## config.mk

```make
export PLATFORM = sky130hd
export DESIGN_NAME = ej32_mem_arb
export DESIGN_NICKNAME = d
export VERILOG_FILES = /design/src/rtl/ej32_mem_arb.sv
export SDC_FILE = /design/constraint.sdc
export NUM_CORES = 1
export LEC_CHECK = 0
export ABC_AREA = 1
export CELL_PAD_IN_SITES_DETAIL_PLACEMENT = 0
export CELL_PAD_IN_SITES_GLOBAL_PLACEMENT = 1
export CORE_MARGIN = 8
export CORE_UTILIZATION = 27
export CTS_BUF_LIST = sky130_fd_sc_hd__clkbuf_8
export DETAILED_ROUTE_END_ITERATION = 10
export GPL_TIMING_DRIVEN = 0
export PLACE_DENSITY = 0.86
export SLEW_MARGIN = 0
export SYNTH_ARGS = -nofsm -noshare
export SYNTH_HDL_FRONTEND = slang
export SYNTH_SLANG_ARGS = --single-unit
```

## constraint.sdc

```tcl
create_clock -name clk -period 2.8 [get_ports clk]
set_input_delay 0.42 -clock clk [delete_from_list [all_inputs] [get_ports clk]]
set_output_delay 0.42 -clock clk [all_outputs]
set_load 0.03 [all_outputs]
```

## src/rtl/ej32_mem_arb.sv

```systemverilog
// eJ32 SRAM bus arbiter: core byte port (default priority) vs. host word port split
// into four big-endian byte cycles with a bounded wait. Optional c_lock: EJ32_ARB_LOCK_EN.
module ej32_mem_arb #(
  parameter int ASZ      = 17,
  parameter int DSZ      = 32,
  parameter int MAX_WAIT = 8
) (
  input  logic           clk,
  input  logic           rst_n,
`ifdef EJ32_ARB_LOCK_EN
  input  logic           c_lock,
`endif
  input  logic           c_req,
  input  logic           c_we,
  input  logic [ASZ-1:0] c_addr,
  input  logic [7:0]     c_wdata,
  output logic           c_gnt,
  output logic [7:0]     c_rdata,
  output logic           stall,
  input  logic           h_req,
  input  logic           h_we,
  input  logic [ASZ-1:0] h_addr,
  input  logic [DSZ-1:0] h_wdata,
  output logic           h_ack,
  output logic [DSZ-1:0] h_rdata,
  output logic [ASZ-1:0] m_addr,
  output logic           m_we,
  output logic [7:0]     m_wdata,
  input  logic [7:0]     m_rdata
);

  localparam int WW = $clog2(MAX_WAIT + 1);

  typedef enum logic {CORE, HOST} state_t;

  state_t          state, state_nx;
  logic [1:0]      cnt;
  logic [WW-1:0]   wait_cnt;
  logic            lock;
  logic            at_max;
  logic            takeover;
  logic            blocked;

  // Byte idx 0 is the most significant byte of the word.
  function automatic logic [7:0] get_byte(input logic [DSZ-1:0] w, input logic [1:0] idx);
    return w[DSZ-1-8*int'(idx) -: 8];
  endfunction

  function automatic logic [DSZ-1:0] put_byte(input logic [DSZ-1:0] w, input logic [1:0] idx,
                                              input logic [7:0] b);
    logic [DSZ-1:0] r;
    r = w;
    r[DSZ-1-8*int'(idx) -: 8] = b;
    return r;
  endfunction

  function automatic logic [WW-1:0] sat_inc(input logic [WW-1:0] v);
    return (v == WW'(MAX_WAIT)) ? v : v + WW'(1);
  endfunction

`ifdef EJ32_ARB_LOCK_EN
  assign lock = c_lock;
`else
  assign lock = 1'b0;
`endif

  // h_ack masks h_req so a request still high in the ack cycle starts nothing.
  assign at_max   = (wait_cnt == WW'(MAX_WAIT));
  assign takeover = (state == CORE) && h_req && !h_ack && (!c_req || at_max) && !lock;
  assign blocked  = (state == CORE) && h_req && c_req && !takeover;

  assign c_rdata = m_rdata;
  assign stall   = c_req && !c_gnt;

  always_comb begin
    state_nx = state;
    c_gnt    = 1'b0;
    m_addr   = c_addr;
    m_we     = 1'b0;
    m_wdata  = c_wdata;
    case (state)
      CORE: begin
        c_gnt = c_req;
        m_we  = c_we && c_req;
        if (takeover) state_nx = HOST;
      end
      HOST: begin
        m_addr  = h_addr + ASZ'(cnt);
        m_we    = h_we;
        m_wdata = get_byte(h_wdata, cnt);
        if (cnt == 2'd3) state_nx = CORE;
      end
      default: state_nx = CORE;
    endcase
  end

  always_ff @(posedge clk or negedge rst_n) begin
    if (!rst_n) begin
      state    <= CORE;
      cnt      <= 2'd0;
      wait_cnt <= '0;
      h_ack    <= 1'b0;
      h_rdata  <= '0;
    end else begin
      state <= state_nx;
      h_ack <= (state == HOST) && (cnt == 2'd3);
      if (takeover) begin
        cnt      <= 2'd0;
        wait_cnt <= '0;
      end else if (blocked) begin
        wait_cnt <= sat_inc(wait_cnt);
      end
      if (state == HOST) begin
        cnt <= cnt + 2'd1;
        if (!h_we) h_rdata <= put_byte(h_rdata, cnt, m_rdata);
      end
    end
  end

endmodule

```

# Yosys cells after proc, flatten, opt, wreduce, memory -nomap -nowiden

Index checks and enable logic that the tools add are counted.

Bits in registers: 40
Input bits: 88
Output and inout port bits: 69

$add $sub $neg: 5
Reductions and logical operators: 17
Shifts and indexed selects: 3
Bitwise logic cells: 2
Eq/ne operators: 3
Multiplexer cells: 13

Operators with widths:

| operator                | count |
|---|---|
| $shift 8x33->39 const A | 1 |
| $shiftx 39x6->8         | 1 |
| $shiftx 8x33->39        | 1 |
| $neg 6->33              | 1 |
| $bwmux 32               | 1 |
| $add 17x2->17           | 1 |
| $mux 17                 | 1 |
| $mux 4                  | 3 |
| $logic_and 1x1->1       | 8 |
| $mux 8                  | 1 |
| $sub 5x5->6 const A     | 1 |
| $add 4x1->4 const B     | 1 |
| $eq 4x4->1 const B      | 1 |
| $logic_not 1->1         | 4 |
| $mux 2                  | 2 |
| $pmux 1 s2              | 2 |
| $reduce_and 2->1        | 2 |
| $reduce_bool 2->1       | 2 |
| $mux 1                  | 3 |
| $add 2x1->2 const B     | 1 |
| $eq 2x2->1 const B      | 1 |
| $ne 2x1->1 const B      | 1 |
| $not 1->1               | 2 |
| $logic_or 1x1->1        | 1 |

# Depth between registers and ports, before layout

Depth after elaboration: 8
Depth in mapped cells: 12
Mapped depth without buffers: 11

# Worst setup path after synthesis

No wires, ideal clock.

Path kind: reg-to-output
Start point: register cnt[1]
End point: output port m_addr[8]
Path slack: 0.152 ns
Arrival: 2.228 ns
Stages on the path, launching flop included: 11
Required time: 2.380 ns
Buffers on the path: 2
Cells stage by stage: dfrtp_1 > buf_2 > inv_2 > clkbuf_1 > fa_1 > inv_1 > nand3_1 > inv_2 > nand2_1 > xor2_1 > o21ai_1

Cells in the longest elaborated chain, start to end: 2

RTL lines:

| element                  | line | text |
|---|---|---|
| start: declaration       | 37   | `logic [1:0] cnt;` |
| start signal: assignment | 114  | `cnt <= cnt + 2'd1;` |
| $add 17x2->17            | 88   | `m_addr = h_addr + ASZ'(cnt);` |
| $mux 17                  | 81   | `case (state)` |
| end: declaration         | 26   | `output logic [ASZ-1:0] m_addr,` |

No other way between the ends.

# Worst setup path after layout

Start point: input port h_addr[0]
End point: output port m_addr[8]

Cells in the longest elaborated chain, start to end: 2

RTL lines:

| element            | line | text |
|---|---|---|
| start: declaration | 22   | `input logic [ASZ-1:0] h_addr,` |
| $add 17x2->17      | 88   |  |
| $mux 17            | 81   |  |

No other way between the ends.

==> flow_metrics.tcl <==
set metrics [dict create \
    p_int_mw 2.42 \
    antenna_left 0 \
    crit_top_cell "inv_2" \
    synth_top_family_by_area "simple AND/OR/NAND/NOR gates" \
    cpPeakStageDelay_ns 0.46 \
    fill_cells 1147 \
    h-tree-depth 2 \
    finalPower_mw 5.07 \
    synthToLayoutAreaGrowth_pct 63.9 \
    reg2reg_to "h_rdata[25]$_DFFE_PN0P_" \
    drt-pass1-iter-count 4 \
    report.final.setup_viol 0 \
    fmax_mhz 370 \
    worst-r2r-setup-slack_ns 0.88 \
    clkSlewWorstSetupHoldPaths_ns 0.07 \
    synth-adder-area-share_pct 4.09 \
    clk_latency_ns 0.29 \
    pre_cts_ws_ns -0.672 \
    p_seq_share_pct 20.7 \
    wl_per_cell_um 15.8 \
    worst_setup_path_start_kind "primary input" \
    critPathMaxFanout 4 \
    gp_congestion 0.883 \
    status "finished clean" \
    finalNetCount 673 \
    post-route-min-period_ns 2.70 \
    setup_slack_ns 0.100 \
    synth_cell_types 29 \
    finalMaxSlewViolations 0 \
    critPathCaptureType "output port" \
    synth.yosys.seq_area_share_pct 34.1 \
    met3_usage_pct 3.82 \
    synth-seq-cells 40 \
    core-area_mm2 0.0107 \
    p_leak_nw 2.25 \
    path_cells "clkdlybuf4s50_1, ha_1, inv_1, fa_2, inv_2, nand3_4, inv_2, nand2_1, xor2_1, o21ai_1, buf_4" \
    dpl.cell_count 705 \
    grtUsageTotal_pct 15.0 \
    ios 157 \
    worst_ep_arrival_time_ns 2.28 \
    maxCapViolations 0 \
    syn_area_mm2 0.00294 \
    grt_max_degree 41 \
    wirelength_um 11300 \
    p_sw_mw 2.65 \
    grt_use_met2_pct 27.5 \
    cts_buffer_depth 2 \
    use_met1_pct 17.7 \
    hpwl_um 9070 \
    synthArstFlopShare_pct 100 \
    rsz0062_at_grt "true" \
    vias 3352 \
    yosys_warnings 0 \
    layout_commonest_cell "clkdlybuf4s50_1" \
    hp-class "in2async" \
    p_sw_share_pct 52.2 \
    initialDrtViolationCount 133 \
    path_class "in2out" \
    grt_pass1_vias 3350 \
    hold_viol 0 \
    ys_dominant_reg_cell "dfrtp_1" \
    grt-ovfl-total 0 \
    start_util_pct 27.4 \
    layout_common_cells "135 x clkdlybuf4s50_1, 103 x nand2_1, 58 x nor2_1, 39 x o21ai_1, 39 x dfrtp_1" \
    synth_edf_count 0 \
    rr_worst_depth 7 \
    die_h_um 120 \
    postLayoutCoreUtil_pct 44.8 \
    root_buffer "clkbuf_8" \
    crit_slowest_cell "clkdlybuf4s50_1" \
    rr_startpoint "cnt[0]$_DFFE_PN0P_" \
    fin_crit_sh_pct 96.4 \
    stdcell_count 717 \
    synthSimpleGateAreaFrac_pct 34.4 \
    vdd_drop_max_mv 0.403 \
    synth-compound-area-share_pct 15.9 \
    cts-buffers-inserted 5 \
    yosys.area_share.xor_xnor_pct 2.09 \
    max_slew.worst_pin.slew_ns 0.901 \
    synth_mux_area_share_pct 0 \
    rows 38 \
    final_layout_size_suffix_gt1_share_pct 15.3 \
    cts_tree "done" \
    skew_ns 0.00548 \
    die_x_um 120 \
    io_buffer_count 155 \
    power_per_cell_area_mw_per_mm2 1050 \
    grt_pass1_wl_um 17600 \
    avgSynthCellArea_um2 7.17 \
    busiest_layer "met2" \
    critPathRequiredTime_ns 2.38 \
    syn_nets 507 \
    viasPerCell 4.68 \
    combPwrFrac_pct 70.2 \
    clkSinkCount 40 \
    slew_headroom_pct 40.0 \
    drcViolationCount 0 \
    n_antenna_cell 0 \
    pwr-share-clk_pct 9.2 \
    antenna_found_initial 0 \
    synth_cells 410 \
    fp.dieArea_mm2 0.0145 \
]
-- worst max-delay path, delay by kind of cell --
kind	cells	cell delay, ns
fa+ha+maj	2	0.52
simple gates	2	0.16
buf+inv	5	0.87
compound gates	1	0.16
xor+xnor	1	0.15
-- kinds of logic (layout without fill, tap and decap cells) --
family / Yosys count / in the layout
adder cells (fa/ha/maj): 9 / 9
XOR/XNOR: 7 / 7
buffers and inverters: 56 / 223
AO/OA/AOI/OAI: 75 / 75
flip-flops: 40 / 40
AND/OR/NAND/NOR: 223 / 223
-- cell usage after synthesis (all sizes together) (2+ instances only) --
master | n | area [µm²]
dfrtp | 40 | 1000
inv | 27 | 101
clkbuf | 8 | 30.0
ha | 8 | 100
nand2 | 103 | 387
xor2 | 5 | 43.8
a31oi | 8 | 50.1
nor2 | 64 | 294
nand4 | 37 | 231
nand3 | 16 | 80.1
buf | 21 | 148
o21ai | 63 | 390
xnor2 | 2 | 17.5
-- state kept, by name (all words and copies together) (netlist names) --
name      count
h_ack         1
h_rdata      32
cnt           2
state         1
wait_cnt      4
-- timing repair --
item	4_1_cts	5_1_grt
hold buffers	0	0
gates resized for setup	62	17
setup endpoints to repair	24	13
buffers inserted	2	2
pin swaps	1	2
-- per-stage QoR --
step                TNS (ns)  hold WS, ns  cell area (µm²)
floorplan                  0        0.124             2940
global placement       -4.99        0.476             4670
detailed placement     -5.44        0.477             4660
CTS                        0        0.269             4790
global route         -0.0311        0.308             4820
finish                     0        0.253             4820
-- per-layer routing --
layer | part of all wire, % | vias to the layer above
met3 | 5.9 | 6
met1 | 42 | 1543
li1 | - | 1710
met4 | 0.66 | 0
met5 | 0 | -
met2 | 51 | 93
-- how the worst max path moves through the flow --
stage                      end  slack, ns                from  cells past startpoint
floorplan            m_addr[8]       0.15  cnt[1]$_DFFE_PN0P_                     10
global placement    m_addr[14]      -0.64  cnt[1]$_DFFE_PN0P_                     12
detailed placement  m_addr[10]      -0.67  cnt[1]$_DFFE_PN0P_                     11
CTS                  m_addr[3]      0.002           h_addr[1]                      7
global route         m_addr[8]      -0.03  cnt[1]$_DFFE_PN0P_                     12
finish               m_addr[8]       0.10           h_addr[0]                     11
-- power groups by stage --
| stage | Clock, mW | Combinational (mW) | Sequential, mW |
|---|---|---|---|
| floorplan | 0 | 1.69 | 1.46 |
| global placement | 0 | 3.53 | 1.06 |
| detailed placement | 0 | 3.56 | 1.06 |
| CTS | 0.478 | 3.57 | 1.05 |
| global route | 0.509 | 3.82 | 1.08 |
| finish | 0.464 | 3.56 | 1.05 |
-- final cells by class --
type | instances | area [µm²] | share of cell area, %
clock inverters | 3 | 42.5 | 0.883
flip-flops and latches | 40 | 1000 | 20.8
inverters | 27 | 104 | 2.16
plain buffers | 29 | 200 | 4.16
clock buffers | 5 | 68.8 | 1.43
well taps | 140 | 175 | 3.64
multi-input cells | 314 | 1680 | 34.9
repair buffers | 159 | 1540 | 32.0
Note: power is estimated with default switching activity, not from simulation.
